==> src/rtl/hls_deadlock_pkg.sv <==
// rtl/hls_deadlock_pkg.sv - shared types and constants for the deadlock reporter
//
// Purpose: state encoding, event-counter sizing, arm-counter sizing and the
// report-record layout (default configuration) shared by the reporter and
// its consumers at the top of the dataflow region.
// Ports: none (package).
package hls_deadlock_pkg;

  typedef enum logic [1:0] {
    IDLE   = 2'd0,
    ARM    = 2'd1,
    REPORT = 2'd2,
    HOLD   = 2'd3
  } dl_state_e;

  localparam int EVT_CNT_W = 8;
  localparam logic [EVT_CNT_W-1:0] EVT_CNT_MAX = 8'd255;

  // Wide enough for THRESHOLD-1 with THRESHOLD up to 255.
  localparam int ARM_CNT_W = 8;

  localparam int DEF_NPROC = 5;
  localparam int DEF_NAXIS = 3;
  localparam int DEF_CYC_W = 32;

  // Report record for the default configuration.
  typedef struct packed {
    logic [DEF_NPROC-1:0] idle_vec;
    logic [DEF_NPROC-1:0] block_vec;
    logic [DEF_NAXIS-1:0] axis_vec;
    logic [DEF_CYC_W-1:0] cycle;
  } rpt_rec_t;

  // Event counter increment that sticks at its maximum.
  function automatic logic [EVT_CNT_W-1:0] evt_sat_inc(input logic [EVT_CNT_W-1:0] v);
    return (v == EVT_CNT_MAX) ? v : v + 8'd1;
  endfunction

endpackage

==> src/rtl/hls_deadlock_persist_cnt.sv <==
// rtl/hls_deadlock_persist_cnt.sv - persistence qualifier for the deadlock flag
//
// Purpose: counts consecutive cycles of block_i while enable_i is high and
// emits a one-cycle qualify_o in the cycle where the run reaches THRESHOLD.
// The count clears whenever block_i is low, when disabled, and on qualify.
// Ports:
//   clock, reset  system clock, synchronous active-high reset
//   enable_i      counting allowed (reporter is in IDLE or ARM)
//   block_i       deadlock flag from the monitor
//   qualify_o     flag has persisted THRESHOLD cycles (capture this cycle)
import hls_deadlock_pkg::*;

module hls_deadlock_persist_cnt #(
  parameter int THRESHOLD = 4
) (
  input  logic clock,
  input  logic reset,
  input  logic enable_i,
  input  logic block_i,
  output logic qualify_o
);

  if (THRESHOLD < 1 || THRESHOLD > 255) begin : g_bad_threshold
    $error("hls_deadlock_persist_cnt: THRESHOLD must be in 1..255");
  end

  localparam logic [ARM_CNT_W-1:0] ARM_LAST = ARM_CNT_W'(THRESHOLD - 1);

  logic [ARM_CNT_W-1:0] arm_cnt_q;
  logic [ARM_CNT_W-1:0] arm_cnt_d;

  always_comb begin
    qualify_o = 1'b0;
    arm_cnt_d = '0;
    if (enable_i && block_i) begin
      if (arm_cnt_q == ARM_LAST) begin
        qualify_o = 1'b1;
      end else begin
        arm_cnt_d = arm_cnt_q + 8'd1;
      end
    end
  end

  always_ff @(posedge clock) begin
    if (reset) begin
      arm_cnt_q <= '0;
    end else begin
      arm_cnt_q <= arm_cnt_d;
    end
  end

endmodule

==> src/rtl/hls_deadlock_reporter.sv <==
// rtl/hls_deadlock_reporter.sv - qualifies the dataflow deadlock flag and reports it
//
// Purpose: qualifies block_in over THRESHOLD cycles, snapshots the process
// idle/block and axis-block vectors with a cycle timestamp, and hands one
// record per deadlock episode to the consumer over valid/ready. Keeps a
// sticky deadlock flag and a saturating event counter.
// Ports:
//   clock, reset          system clock, synchronous active-high reset
//   block_in              registered deadlock flag
//   inst_idle_sigs        per-process idle           (NPROC)
//   inst_block_sigs       per-process channel block  (NPROC)
//   axis_block_sigs       per-stream axis block      (NAXIS)
//   clear                 clears deadlock_sticky and event_count
//   rpt_valid/rpt_ready   report handshake
//   rpt_idle_vec, rpt_block_vec, rpt_axis_vec, rpt_cycle  captured record
//   deadlock_sticky       set on any capture
//   event_count           captures, saturating at 255
import hls_deadlock_pkg::*;

module hls_deadlock_reporter #(
  parameter int NPROC     = 5,
  parameter int NAXIS     = 3,
  parameter int THRESHOLD = 4,
  parameter int CYC_W     = 32
) (
  input  logic                 clock,
  input  logic                 reset,
  input  logic                 block_in,
  input  logic [NPROC-1:0]     inst_idle_sigs,
  input  logic [NPROC-1:0]     inst_block_sigs,
  input  logic [NAXIS-1:0]     axis_block_sigs,
  input  logic                 clear,
  output logic                 rpt_valid,
  input  logic                 rpt_ready,
  output logic [NPROC-1:0]     rpt_idle_vec,
  output logic [NPROC-1:0]     rpt_block_vec,
  output logic [NAXIS-1:0]     rpt_axis_vec,
  output logic [CYC_W-1:0]     rpt_cycle,
  output logic                 deadlock_sticky,
  output logic [EVT_CNT_W-1:0] event_count
);

  // Record sized for this instance's parameters.
  typedef struct packed {
    logic [NPROC-1:0] idle_vec;
    logic [NPROC-1:0] block_vec;
    logic [NAXIS-1:0] axis_vec;
    logic [CYC_W-1:0] cycle;
  } rec_t;

  dl_state_e            state_q, state_d;
  logic [CYC_W-1:0]     cyc_cnt_q;
  rec_t                 rec_q, rec_d;
  logic                 sticky_q, sticky_d;
  logic [EVT_CNT_W-1:0] evt_q, evt_d;

  logic armable;
  logic capture;

  assign armable = (state_q == IDLE) || (state_q == ARM);

  hls_deadlock_persist_cnt #(
    .THRESHOLD (THRESHOLD)
  ) u_persist (
    .clock     (clock),
    .reset     (reset),
    .enable_i  (armable),
    .block_i   (block_in),
    .qualify_o (capture)
  );

  always_comb begin
    state_d = state_q;
    case (state_q)
      IDLE, ARM: begin
        if (capture) begin
          state_d = REPORT;
        end else if (block_in) begin
          state_d = ARM;
        end else begin
          state_d = IDLE;
        end
      end
      REPORT: begin
        // A drop of block_in here does not retract the report; it only
        // decides whether we must wait for the episode to end afterwards.
        if (rpt_ready) begin
          state_d = block_in ? HOLD : IDLE;
        end
      end
      HOLD: begin
        if (!block_in) begin
          state_d = IDLE;
        end
      end
      default: state_d = IDLE;
    endcase
  end

  always_comb begin
    rec_d    = rec_q;
    sticky_d = sticky_q;
    evt_d    = evt_q;
    if (capture) begin
      rec_d.idle_vec  = inst_idle_sigs;
      rec_d.block_vec = inst_block_sigs;
      rec_d.axis_vec  = axis_block_sigs;
      rec_d.cycle     = cyc_cnt_q;
      sticky_d        = 1'b1;
      // A coincident clear restarts the count at this capture.
      evt_d           = clear ? EVT_CNT_W'(1) : evt_sat_inc(evt_q);
    end else if (clear) begin
      sticky_d = 1'b0;
      evt_d    = '0;
    end
  end

  always_ff @(posedge clock) begin
    if (reset) begin
      state_q   <= IDLE;
      cyc_cnt_q <= '0;
      rec_q     <= '0;
      sticky_q  <= 1'b0;
      evt_q     <= '0;
    end else begin
      state_q   <= state_d;
      cyc_cnt_q <= cyc_cnt_q + CYC_W'(1);
      rec_q     <= rec_d;
      sticky_q  <= sticky_d;
      evt_q     <= evt_d;
    end
  end

  assign rpt_valid       = (state_q == REPORT);
  assign rpt_idle_vec    = rec_q.idle_vec;
  assign rpt_block_vec   = rec_q.block_vec;
  assign rpt_axis_vec    = rec_q.axis_vec;
  assign rpt_cycle       = rec_q.cycle;
  assign deadlock_sticky = sticky_q;
  assign event_count     = evt_q;

endmodule

==> config.mk <==
export PLATFORM = sky130hd
export DESIGN_NAME = hls_deadlock_reporter
export DESIGN_NICKNAME = d
export VERILOG_FILES = /design/src/rtl/hls_deadlock_pkg.sv /design/src/rtl/hls_deadlock_persist_cnt.sv /design/src/rtl/hls_deadlock_reporter.sv
export SDC_FILE = /design/constraint.sdc
export NUM_CORES = 1
export LEC_CHECK = 0
export BUFFER_PORTS_ARGS = -buffer_cell sky130_fd_sc_hd__buf_2
export CAP_MARGIN = 20
export CORE_MARGIN = 2
export CORE_UTILIZATION = 50
export DETAILED_ROUTE_END_ITERATION = 8
export MAX_ROUTING_LAYER = met4
export PLACE_DENSITY = 0.78
export REMOVE_ABC_BUFFERS = 1
export SLEW_MARGIN = 20
export SYNTH_ARGS = -nofsm -noshare
export SYNTH_HDL_FRONTEND = slang
export SYNTH_SLANG_ARGS = --single-unit
==> constraint.sdc <==
create_clock -name clock -period 4 [get_ports clock]
set_clock_uncertainty 0.1 [all_clocks]
set_input_delay 0.8 -clock clock [delete_from_list [all_inputs] [get_ports clock]]
set_output_delay 0.8 -clock clock [all_outputs]
set_load 0.01 [all_outputs]
==> flow_summary.json <==
{
  "worstPathArrival_ns": 2.64,
  "grt_max_degree": 41,
  "fin_crit_sh": 0.6130,
  "cp.required_ns": 4.19,
  "antenna_found_initial": 0,
  "drv_cap": 0,
  "synth_edf_count": 0,
  "power_frac_seq": 0.583,
  "syn2layout_area_growth_pct": 15.48,
  "path_class": "register to register",
  "grt_pass1_wl_mm": 13.58,
  "rsz0062_at_grt": "no",
  "cts_setup_buffers": 0,
  "postCtsResizedCells": 0,
  "drtIter0Drc": 199,
  "p_int_mw": 1.298,
  "clock_path_buffers": 2,
  "slew_violations": 0,
  "max_freq_mhz": 407.8,
  "fin_hold_ws_ns": 0.3553,
  "setup_viol": 0,
  "synth_seq_cells": 96,
  "relSlewSlack": 0.5767,
  "die_height_microns": 92.91,
  "crit-reg2reg-launch": "u_persist.arm_cnt_q[0]$_SDFF_PP0_",
  "synthArstFlopShare": 0,
  "gp_congestion": 0.8138,
  "ant_nets": 0,
  "synth_compound_area_frac": 0.1396,
  "synth_mux_area_frac": 0.008547,
  "crit_path_cell_trace": "ha_1, nor4b_4, nand3_2, or4_1, a21oi_1",
  "synth_seq_area_share": 0.4862,
  "rows": 32,
  "synth_cells": 469,
  "hold_buffers": 0,
  "min_to": "rpt_axis_vec[2]$_SDFFE_PP0P_",
  "r2r_end": "event_count[4]$_SDFFE_PP0P_",
  "htreeDepth": 3,
  "vias_per_cell": 5.462,
  "synth_area_per_cell_sq_um": 8.428,
  "io_buffers": 72,
  "num_vias": 3474,
  "hpwlAfterDp_mm": 5.550,
  "synth_top_family_by_area": "simple AND/OR/NAND/NOR gates",
  "ys_warn_count": 0,
  "initial_utilization": 0.5142,
  "die_w_microns": 92.91,
  "design.die.area_sq_um": 8632,
  "hold_start": "rpt_axis_vec[2]$_SDFFE_PP0P_",
  "ff2ff_path_depth": 5,
  "nNetsFinal": 550,
  "synth_cell_type_count": 39,
  "synthTopCellsByArea": "dfxtp_1 (49%), nand2_1 (9.8%), a21oi_1 (8.9%)",
  "yosys.area.top_type_share": 0.4862,
  "yosys.area_share.adder": 0.009497,
  "period_needed_ns": 2.452,
  "leakage_nw": 1.699,
  "clkLatencyLatePin_ns": 0.36,
  "path_buf_inv": 0,
  "power.switching_mw": 0.3561,
  "drc": 0,
  "wl_per_cell_microns": 12.69,
  "tns_ns": 0,
  "ff2ff_setup_slack_ns": 1.55,
  "dr.pass1.iters": 4,
  "clkTransAtPathRegs_ns": 0.09,
  "cp_top_family": "simple AND/OR/NAND/NOR gates",
  "hold_path_class": "register to register",
  "p_clk_frac": 0.394,
  "yosys.area_share.simple": 0.2830,
  "p_per_area_nw_per_um2": 362.4,
  "critical_path.max_stage_delay_ns": 0.68,
  "cts_sinks": 96,
  "worst_setup_path_end_kind": "register",
  "groute.usage.overall": 0.1974,
  "n_fill_cell": 743,
  "grt_pass1_vias": 3085,
  "hold_viol": 0,
  "synth_xor_area_frac": 0.03767,
  "drt-total-wl_mm": 8.072,
  "gr-total-overflow": 0,
  "startpoint_type": "register",
  "layout_common_cells": "nand2_1 (103), dfxtp_1 (96), buf_2 (72)",
  "outcome": "complete, no violations",
  "layout-drive-gt1-share": 0.1948,
  "num_io_pins": 73,
  "netlist_area_sq_um": 3953,
  "netlist.top_cell.by_area": "dfxtp_1",
  "vdd_drop_max_mv": 0.1997,
  "cp_max_fo": 35,
  "worst_pin_slew_ns": 0.6342,
  "antennaDiodeCount": 0,
  "core-area_sq_um": 7687,
  "clockRootBuffer": "clkbuf_8",
  "cts_tree": "built",
  "synth_ff_type": "dfxtp_1",
  "numCtsBuffers": 9,
  "cp_slowest_cell": "or4_1",
  "final_common_cell": "nand2_1",
  "power_frac_comb": 0.023,
  "switching_share": 0.2153,
  "worstHoldPathCells": 2
}
==> power by group through the flow <==
stage               Combinational, mW  Sequential (mW)  Clock [mW]
floorplan                      0.0114            0.986           0
global placement               0.0375            0.987           0
CTS                            0.0383            0.965       0.670
detailed placement             0.0382            0.987           0
finish                         0.0382            0.964       0.652
global route                   0.0425            0.966       0.701
==> cells in the mapped netlist, drive strengths merged (6+ instances only) <==
library cell / count
or4: 13
nor2b: 7
or3: 8
o21ai: 11
buf: 14
o31ai: 12
clkbuf: 13
nand2: 103
a21oi: 70
nor2: 23
and4: 6
inv: 6
and3: 6
dfxtp: 96
xor2: 11
xnor2: 6
nand4: 14
nand3: 17
==> worst register-to-register path, stage by stage, from the launching register on <==
cell and delay, ns:
dfxtp_1 0.38, ha_1 0.22, nor4b_4 0.30, nand3_2 0.57
or4_1 0.69, a21oi_1 0.14
==> area by class of cell <==
cell class,count,area [sq um],area share
clock buffers,12,155.1,0.03399
clock inverters,4,51.30,0.01124
inverters,6,22.52,0.004934
multi-input cells,340,1896,0.4153
flip-flops and latches,96,1922,0.4211
well taps,102,127.6,0.02796
repair buffers,76,390.4,0.08553
==> flip-flops by register name (all words and copies together), names as in the netlist <==
register,flops
rpt_idle_vec,5
rpt_block_vec,5
deadlock_sticky,1
cyc_cnt_q,32
u_persist.arm_cnt_q,8
event_count,8
state_q,2
rpt_cycle,32
rpt_axis_vec,3
==> stage by stage <==
stage	cell area, sq um	cells	worst slack (ns)	total power [mW]	utilization
after floorplan	3835	442	1.107	0.9978	-
after global placement	4358	620	1.600	1.024	0.5669
after detailed placement	4358	620	1.543	1.025	0.5669
after CTS	4564	636	1.519	1.673	0.5938
after global routing	4564	636	1.351	1.709	0.5938
final	4564	636	1.548	1.654	0.5938
==> cells by family (layout without fill, tap and decap cells) <==
group,after synthesis,after routing
compound gates,100,100
xor+xnor,17,17
fa+ha+maj,3,3
buf+inv,33,98
flops,96,96
mux,3,3
simple gates,217,217
==> worst max path at each step <==
stage                                            startpoint                     endpoint  slack, ns  depth (start not counted)
final                     u_persist.arm_cnt_q[0]$_SDFF_PP0_  event_count[4]$_SDFFE_PP0P_       1.55                          5
after global routing      u_persist.arm_cnt_q[0]$_SDFF_PP0_  event_count[4]$_SDFFE_PP0P_       1.35                          5
after CTS                 u_persist.arm_cnt_q[0]$_SDFF_PP0_  event_count[4]$_SDFFE_PP0P_       1.52                          5
after detailed placement  u_persist.arm_cnt_q[0]$_SDFF_PP0_  event_count[5]$_SDFFE_PP0P_       1.54                          5
after global placement                             block_in  event_count[5]$_SDFFE_PP0P_       1.60                          4
after floorplan           u_persist.arm_cnt_q[0]$_SDFF_PP0_  event_count[3]$_SDFFE_PP0P_       1.11                          5
==> per-layer routing <==
layer,GRT usage,share of wire
met5,-,0
met4,0.06985,0.011
met3,0.03336,0.061
met2,0.3243,0.45
met1,0.2467,0.48
Note: power is estimated with default switching activity, not from simulation.
